**config.mk**
```make
export PLATFORM = sky130hd
export DESIGN_NAME = sync_fifo_core_flat
export DESIGN_NICKNAME = d
export VERILOG_FILES = /design/src/rtl/sync_fifo_core_if.sv /design/src/rtl/sync_fifo_core.sv /design/src/flat_wrapper.sv
export SDC_FILE = /design/constraint.sdc
export NUM_CORES = 1
export LEC_CHECK = 0
export CAP_MARGIN = 10
export CORE_MARGIN = 2
export CORE_UTILIZATION = 52
export DETAILED_ROUTE_END_ITERATION = 6
export HOLD_SLACK_MARGIN = 0.02
export PLACE_DENSITY = 0.84
export SKIP_CTS_REPAIR_TIMING = 1
export SYNTH_ARGS = -nofsm -noshare
export SYNTH_HDL_FRONTEND = slang
export SYNTH_SLANG_ARGS = --single-unit
```
**constraint.sdc**
```tcl
create_clock -name clk -period 2.55 [get_ports clk]
set_input_delay 0.51 -clock clk [delete_from_list [all_inputs] [get_ports clk]]
set_output_delay 0.51 -clock clk [all_outputs]
set_load 0.05 [all_outputs]
```
**src/rtl/sync_fifo_core_if.sv**
```systemverilog
// sync_fifo_core_if: write/read handshake, data and status bundle
// for the single-clock FIFO.
// Ports: data_in/wr_en/rd_en (master drives), data_out, full,
//        almostfull, empty, almostempty, wr_ack, overflow,
//        underflow (slave drives).
interface sync_fifo_core_if #(
    parameter int FIFO_WIDTH = 16
);
    logic [FIFO_WIDTH-1:0] data_in;
    logic                  wr_en;
    logic                  rd_en;
    logic [FIFO_WIDTH-1:0] data_out;
    logic                  full;
    logic                  almostfull;
    logic                  empty;
    logic                  almostempty;
    logic                  wr_ack;
    logic                  overflow;
    logic                  underflow;

    modport master (
        output data_in, wr_en, rd_en,
        input  data_out, full, almostfull, empty, almostempty,
        input  wr_ack, overflow, underflow
    );

    modport slave (
        input  data_in, wr_en, rd_en,
        output data_out, full, almostfull, empty, almostempty,
        output wr_ack, overflow, underflow
    );
endinterface

```
**src/rtl/sync_fifo_core.sv**
```systemverilog
// sync_fifo_core: single-clock FIFO with registered read data and
// registered wr_ack/overflow/underflow pulses.
// Ports: clk, rst_n (sync, active low), bus (sync_fifo_core_if.slave).
module sync_fifo_core #(
    parameter  int FIFO_WIDTH = 16,
    parameter  int FIFO_DEPTH = 8,
    localparam int ADDR_W     = $clog2(FIFO_DEPTH)
) (
    input logic              clk,
    input logic              rst_n,
    sync_fifo_core_if.slave  bus
);
    localparam int CW = ADDR_W + 1;

    logic [FIFO_WIDTH-1:0] mem [FIFO_DEPTH];
    logic [ADDR_W-1:0]     wr_ptr;
    logic [ADDR_W-1:0]     rd_ptr;
    logic [CW-1:0]         count;

    logic full;
    logic empty;
    logic wr_acc;
    logic rd_acc;

    assign full   = (count == CW'(FIFO_DEPTH));
    assign empty  = (count == '0);
    assign wr_acc = bus.wr_en & ~full;
    assign rd_acc = bus.rd_en & ~empty;

    assign bus.full        = full;
    assign bus.empty       = empty;
    assign bus.almostfull  = (count == CW'(FIFO_DEPTH - 1));
    assign bus.almostempty = (count == CW'(1));

    // Storage is deliberately not reset; pointers/count define validity.
    always_ff @(posedge clk) begin
        if (rst_n && wr_acc) begin
            mem[wr_ptr] <= bus.data_in;
        end
    end

    always_ff @(posedge clk) begin
        if (!rst_n) begin
            wr_ptr        <= '0;
            rd_ptr        <= '0;
            count         <= '0;
            bus.data_out  <= '0;
            bus.wr_ack    <= 1'b0;
            bus.overflow  <= 1'b0;
            bus.underflow <= 1'b0;
        end else begin
            bus.wr_ack    <= wr_acc;
            bus.overflow  <= bus.wr_en & full;
            bus.underflow <= bus.rd_en & empty;

            if (wr_acc) begin
                wr_ptr <= wr_ptr + ADDR_W'(1);
            end

            // data_out holds when no read is accepted; a write into an
            // empty FIFO is never forwarded in the same cycle.
            if (rd_acc) begin
                bus.data_out <= mem[rd_ptr];
                rd_ptr       <= rd_ptr + ADDR_W'(1);
            end

            case ({wr_acc, rd_acc})
                2'b10:   count <= count + CW'(1);
                2'b01:   count <= count - CW'(1);
                default: count <= count;
            endcase
        end
    end
endmodule

```
**src/flat_wrapper.sv**
```systemverilog
// flat-port wrapper written by rule: the top's interface ports become plain ports
module sync_fifo_core_flat 
#(
    parameter  int FIFO_WIDTH = 16,
    parameter  int FIFO_DEPTH = 8,
    localparam int ADDR_W     = $clog2(FIFO_DEPTH)
)
  (clk, rst_n, bus_data_in, bus_wr_en, bus_rd_en, bus_data_out, bus_full, bus_almostfull, bus_empty, bus_almostempty, bus_wr_ack, bus_overflow, bus_underflow);
  sync_fifo_core_if #(.FIFO_WIDTH(FIFO_WIDTH)) bus_i ();
  input logic clk;
  input logic rst_n;
  input wire logic [$bits(bus_i.data_in)-1:0] bus_data_in;
  input wire logic [$bits(bus_i.wr_en)-1:0] bus_wr_en;
  input wire logic [$bits(bus_i.rd_en)-1:0] bus_rd_en;
  output wire logic [$bits(bus_i.data_out)-1:0] bus_data_out;
  output wire logic [$bits(bus_i.full)-1:0] bus_full;
  output wire logic [$bits(bus_i.almostfull)-1:0] bus_almostfull;
  output wire logic [$bits(bus_i.empty)-1:0] bus_empty;
  output wire logic [$bits(bus_i.almostempty)-1:0] bus_almostempty;
  output wire logic [$bits(bus_i.wr_ack)-1:0] bus_wr_ack;
  output wire logic [$bits(bus_i.overflow)-1:0] bus_overflow;
  output wire logic [$bits(bus_i.underflow)-1:0] bus_underflow;
  assign bus_i.data_in = bus_data_in;
  assign bus_i.wr_en = bus_wr_en;
  assign bus_i.rd_en = bus_rd_en;
  assign bus_data_out = bus_i.data_out;
  assign bus_full = bus_i.full;
  assign bus_almostfull = bus_i.almostfull;
  assign bus_empty = bus_i.empty;
  assign bus_almostempty = bus_i.almostempty;
  assign bus_wr_ack = bus_i.wr_ack;
  assign bus_overflow = bus_i.overflow;
  assign bus_underflow = bus_i.underflow;
  sync_fifo_core #(.FIFO_WIDTH(FIFO_WIDTH), .FIFO_DEPTH(FIFO_DEPTH)) u_core (.clk(clk), .rst_n(rst_n), .bus(bus_i));
endmodule
```
# Word level (Yosys, flattened, before mapping)

Memory sizes are Yosys's and may differ from the RTL's. A register that Yosys moved wholly into a read port is not among the register bits.
Index checks and enable logic that the tools add are counted.

Memories kept: 1
Latch bits: 0
Memory bits (read-only): 0
Memory bits (writable): 128
Output and inout port bits: 23
Register bits after elaboration: 13
Word-level logic and storage cells: 29

Add/subtract/negate cells: 4
Divide/modulo/power cells: 0
Mux-type cells: 3
Multiply operators: 0
Reduce and logical (&&, ||, !) cells: 4
Magnitude comparators: 0
Equality and inequality tests: 5
Shift operators: 0
Bitwise logic cells: 6

Memory list:

| name       | depth | bits a word | read ports | clocked after Yosys merged registers in | wr ports | line                 | source |
|---|---|---|---|---|---|---|---|
| u_core.mem | 8     | 16          | 1          | 1                                       | 1        | sync_fifo_core.sv:15 | `logic [FIFO_WIDTH-1:0] mem [FIFO_DEPTH];` |

Operator list:

| cell                                                 | number |
|---|---|
| case mux 4 bit (2 select lines)                      | 1 |
| adder 3 x 1 -> 3 bit (second input constant)         | 2 |
| adder 4 x 1 -> 4 bit (second input constant)         | 1 |
| AND 1 bit                                            | 4 |
| equality test 4 x 1 -> 1 bit (second input constant) | 1 |
| equality test 4 x 3 -> 1 bit (second input constant) | 1 |
| equality test 4 bit (second input constant)          | 1 |
| logical NOT 4 bit                                    | 1 |
| subtractor 4 x 1 -> 4 bit (second input constant)    | 1 |
| equality test 2 x 1 -> 1 bit (second input constant) | 1 |
| equality test 2 bit (second input constant)          | 1 |
| two-way mux 1 bit                                    | 2 |
| NOT 1 bit                                            | 2 |
| nonzero test 2 bit                                   | 1 |
| logical AND 1 bit                                    | 1 |
| logical NOT 1 bit                                    | 1 |

# Logic depth before layout (Yosys ltp)

Depth in word-level cells: 6
Depth in mapped cells: 10
Mapped depth without buffers: 10

# Worst setup path before layout

No wires, ideal clock.

Path type: reg-to-reg
From: register u_core.count[0]
To: memory u_core.mem[0][0] (enable)
Clock period less this slack: 2,646 ps
Path buffers: 0
Slack: -96 ps
Setup time: 409 ps
Arrival time: 2,236 ps
Stages on the path, launching flop included: 7
Cells stage by stage: dfxtp_1 -> inv_1 -> ha_1 -> nand3b_1 -> and3_1 -> nand2b_1 -> nor3_1

Cells in the longest elaborated chain, start to end: 6

RTL lines:

| what                                    | line                 | source |
|---|---|---|
| start, declared                         | sync_fifo_core.sv:18 | `logic [CW-1:0] count;` |
| start signal, assigned                  | sync_fifo_core.sv:68 | `2'b10: count <= count + CW'(1);` |
| start signal, assigned                  | sync_fifo_core.sv:69 | `2'b01: count <= count - CW'(1);` |
| start signal, assigned                  | sync_fifo_core.sv:70 | `default: count <= count;` |
| equality test 4 bit                     | sync_fifo_core.sv:25 | `assign full = (count == CW'(FIFO_DEPTH));` |
| NOT 1 bit                               | sync_fifo_core.sv:27 | `assign wr_acc = bus.wr_en & ~full;` |
| AND 1 bit                               | sync_fifo_core.sv:27 |  |
| logical AND 1 bit                       | sync_fifo_core.sv:37 | `if (rst_n && wr_acc) begin` |
| two-way mux 1 bit                       | sync_fifo_core.sv:37 |  |
| two-way mux 1 bit (not written as such) | sync_fifo_core.sv:38 | `mem[wr_ptr] <= bus.data_in;` |
| end, declared                           | sync_fifo_core.sv:15 |  |

No other way between the ends.

# Worst setup path in the final report

From: register u_core.count[0]
To: register u_core.count[3]

Cells in the longest elaborated chain, start to end: 5
Elaborated cells between the ends (all ways): 12

RTL lines:

| what                                                                         | line                                       | source |
|---|---|---|
| equality test 4 bit / logical NOT 4 bit (equally long branches)              | sync_fifo_core.sv:25, sync_fifo_core.sv:26 |  |
| NOT 1 bit, on equally long branches                                          | sync_fifo_core.sv:27, sync_fifo_core.sv:28 |  |
| AND 1 bit, on equally long branches                                          | sync_fifo_core.sv:27, sync_fifo_core.sv:28 |  |
| equality test 2 x 1 -> 1 bit / equality test 2 bit (equally long branches)   | sync_fifo_core.sv:67                       | `case ({wr_acc, rd_acc})` |
| case mux 4 bit (2 select lines) / nonzero test 2 bit (equally long branches) | -                                          |  |

Parallel ways exist; a longest one is shown, timed or not.
A chain may end at the register's enable or synchronous reset.

==> impl_metrics.json <==
{
  "antenna_found_initial": 0,
  "clk_pin_slew_ns": 0.06,
  "numCtsBuffers": 17,
  "dp_cells": 563,
  "drc": 0,
  "critPathLaunchType": "flop",
  "slew_viol_final": 0,
  "core_um2": 11500,
  "grt_overflow": 0,
  "crit_chain": "inv_1 -> ha_1 -> or3b_4 -> nand2_4 -> inv_1 -> ha_1 -> or4b_1 -> a21oi_1 -> xor2_1 -> and2_1",
  "viasPerCell": 5.70,
  "max_stage_delay_ns": 0.46,
  "ys_ff_latch": 157,
  "fin_crit_sh_pct": 92.5,
  "start_util_pct": 53.5,
  "die_w_um": 113,
  "required_ns": 2.87,
  "clk_latency_ns": 0.42,
  "nets": 465,
  "synth_area_um2": 6140,
  "place_congestion": 0.760,
  "multiInputGateArea_um2": 1560,
  "drive_gt1_share_pct": 19.5,
  "grt_use_total_pct": 20.1,
  "diodes": 0,
  "htreeDepth": 4,
  "antenna_left": 0,
  "fin_hold_ws_ns": 0.480,
  "regArea_um2": 4430,
  "max_freq_mhz": 424,
  "initialDrtViolationCount": 245,
  "syn_inst": 375,
  "irDropWorstVdd_mv": 0.642,
  "die_y_um": 113,
  "synth-seq-area-share_pct": 72.1,
  "place_area_um2": 6770,
  "ys_async_sr_fraction_pct": 0,
  "maxCapViolations": 0,
  "syn-num-nets": 401,
  "wirelength_um": 12000,
  "cts.sink_count": 157,
  "crit_slowest_cell": "or4b_1",
  "cts_root_buffer": "clkbuf_16",
  "tightest_slew_ns": 0.834,
  "period_needed_ns": 2.36,
  "p_leak_uw": 0.00257,
  "utilization_pct": 64.4,
  "crit_family": "simple AND/OR/NAND/NOR gates",
  "grt_first_pass_wirelength_um": 19000,
  "path_max_fanout": 6,
  "stdcell_count": 594,
  "synth_warnings": 0,
  "worst-path-buf-inv": 2,
  "rsz0062_at_grt": "false",
  "hold_class": "reg2reg",
  "ios": 43,
  "synth_edf_count": 128,
  "p_per_area_nw_per_um2": 1010,
  "max_slew_margin_pct": 44.4,
  "fin_skew_ns": 0.00785,
  "num_rows": 39,
  "drt_pre_antenna_iters": 5,
  "areaGrowthSynthToFinish_pct": 20.3,
  "synth_area_per_cell_um2": 16.4,
  "synthDistinctLibCells": 41,
  "n_fill_cell": 765,
  "vias": 3386,
  "worst-setup-path-type": "reg2reg",
  "hold_viol_final": 0,
  "final_common_cell": "edfxtp_1",
  "cts_tree": "done",
  "numPortBuffers": 42,
  "dp_hpwl_um": 7100,
  "yosys_most_used_dff": "edfxtp_1",
  "status": "finished, final reports clean",
  "setup_violations": 0,
  "worstPathArrival_ns": 2.67,
  "final_cell_mix": "128 x edfxtp_1, 38 x clkdlybuf4s50_1, 33 x mux2i_1",
  "die_area_um2": 12700,
  "cts_max_path_buffers": 2,
  "grt_max_degree": 69,
  "grt_pass1_vias": 3595,
  "wl_per_cell_um": 20.1,
  "design_area_um2": 7390,
  "cp-end-kind": "flop"
}
## power breakdown
group	total [uW]	switching (uW)	internal, uW
sequential	3030	104	2930
clock	2590	954	1630
combinational	1810	1040	776
## registers in the layout, summed over array words and instances, names as in the netlist
signal / count
u_core.bus.data_out: 16
u_core.bus.overflow: 1
u_core.bus.underflow: 1
u_core.bus.wr_ack: 1
u_core.count: 4
u_core.mem: 128
u_core.rd_ptr: 3
u_core.wr_ptr: 3
## per-layer routing
| metal | GRT usage, % | wire length (um) | vias up |
|---|---|---|---|
| met5 | 0 | 0 | - |
| met4 | 9.84 | 284 | 0 |
| met3 | 5.29 | 574 | 23 |
| met2 | 34.1 | 6320 | 100 |
| met1 | 23.9 | 4780 | 1690 |
| li1 | - | - | 1573 |
## worst paths after layout
check | startpoint | slack (ns) | cells after the start | end
worst max-delay path | u_core.count[0]$_SDFFE_PN0P_ | 0.19 | 10 | u_core.count[3]$_SDFFE_PN0P_
worst min-delay path | u_core.bus.data_out[4]$_SDFFE_PN0N_ | 0.48 | 1 | u_core.bus.data_out[4]$_SDFFE_PN0N_
worst max register to register | u_core.count[0]$_SDFFE_PN0P_ | 0.19 | 10 | u_core.count[3]$_SDFFE_PN0P_
worst min register to register | u_core.bus.data_out[4]$_SDFFE_PN0N_ | 0.48 | 1 | u_core.bus.data_out[4]$_SDFFE_PN0N_
## worst reg2reg max path, cell delays in order, from the launching register on
cell     delay (ns)
dfxtp_1        0.43
inv_1          0.07
ha_1           0.22
or3b_4         0.29
nand2_4        0.07
inv_1          0.06
ha_1           0.23
or4b_1         0.46
a21oi_1        0.19
xor2_1         0.08
and2_1         0.15
## synthesized netlist by cell type (4+ instances only)
master	number	share of area (%)
edfxtp_1	128	63
mux2i_1	33	5.4
mux2_2	30	5.5
dfxtp_1	29	9.5
nor2_1	23	1.4
a22oi_1	15	1.8
o22ai_1	15	1.5
a22o_1	13	1.9
nand2_1	8	0.49
and2_1	7	0.71
buf_2	6	0.49
ha_1	6	1.2
xnor2_1	6	0.86
inv_1	5	0.31
clkbuf_1	4	0.24
nand2b_1	4	0.41
nand3_1	4	0.33
## final cells by class
class                           count  share of cell area, %
Clock inverter                     10                   2.24
Clock buffer                       21                   5.96
Tap cell                          143                   2.42
Inverter                            5                  0.254
Timing Repair Buffer               63                   8.06
Sequential cell                   157                   59.9
Multi-Input combinational cell    195                   21.2
## kinds of logic (layout without fill, tap and decap cells)
kind of cell	count (synthesis)	after routing	share of synthesized area, %
DFF	157	157	72.1
muxes	63	63	10.9
and+or+nand+nor	63	63	5.44
AOI/OAI and AO/OA	56	56	6.75
buffers and inverters	23	99	2.65
xor gates and xnor gates	7	7	0.999
adders and majority gates	6	6	1.22
## per-stage QoR
stage,worst slack (ns),setup TNS [ns],power [uW]
2_1_floorplan,0.334,0,4460
3_3_place_gp,0.205,0,4840
3_5_place_dp,0.157,0,4910
4_1_cts,-0.109,-0.149,7490
5_1_grt,0.0250,0,7710
6_report,0.191,0,7440
(Power assumes the default switching activity.)
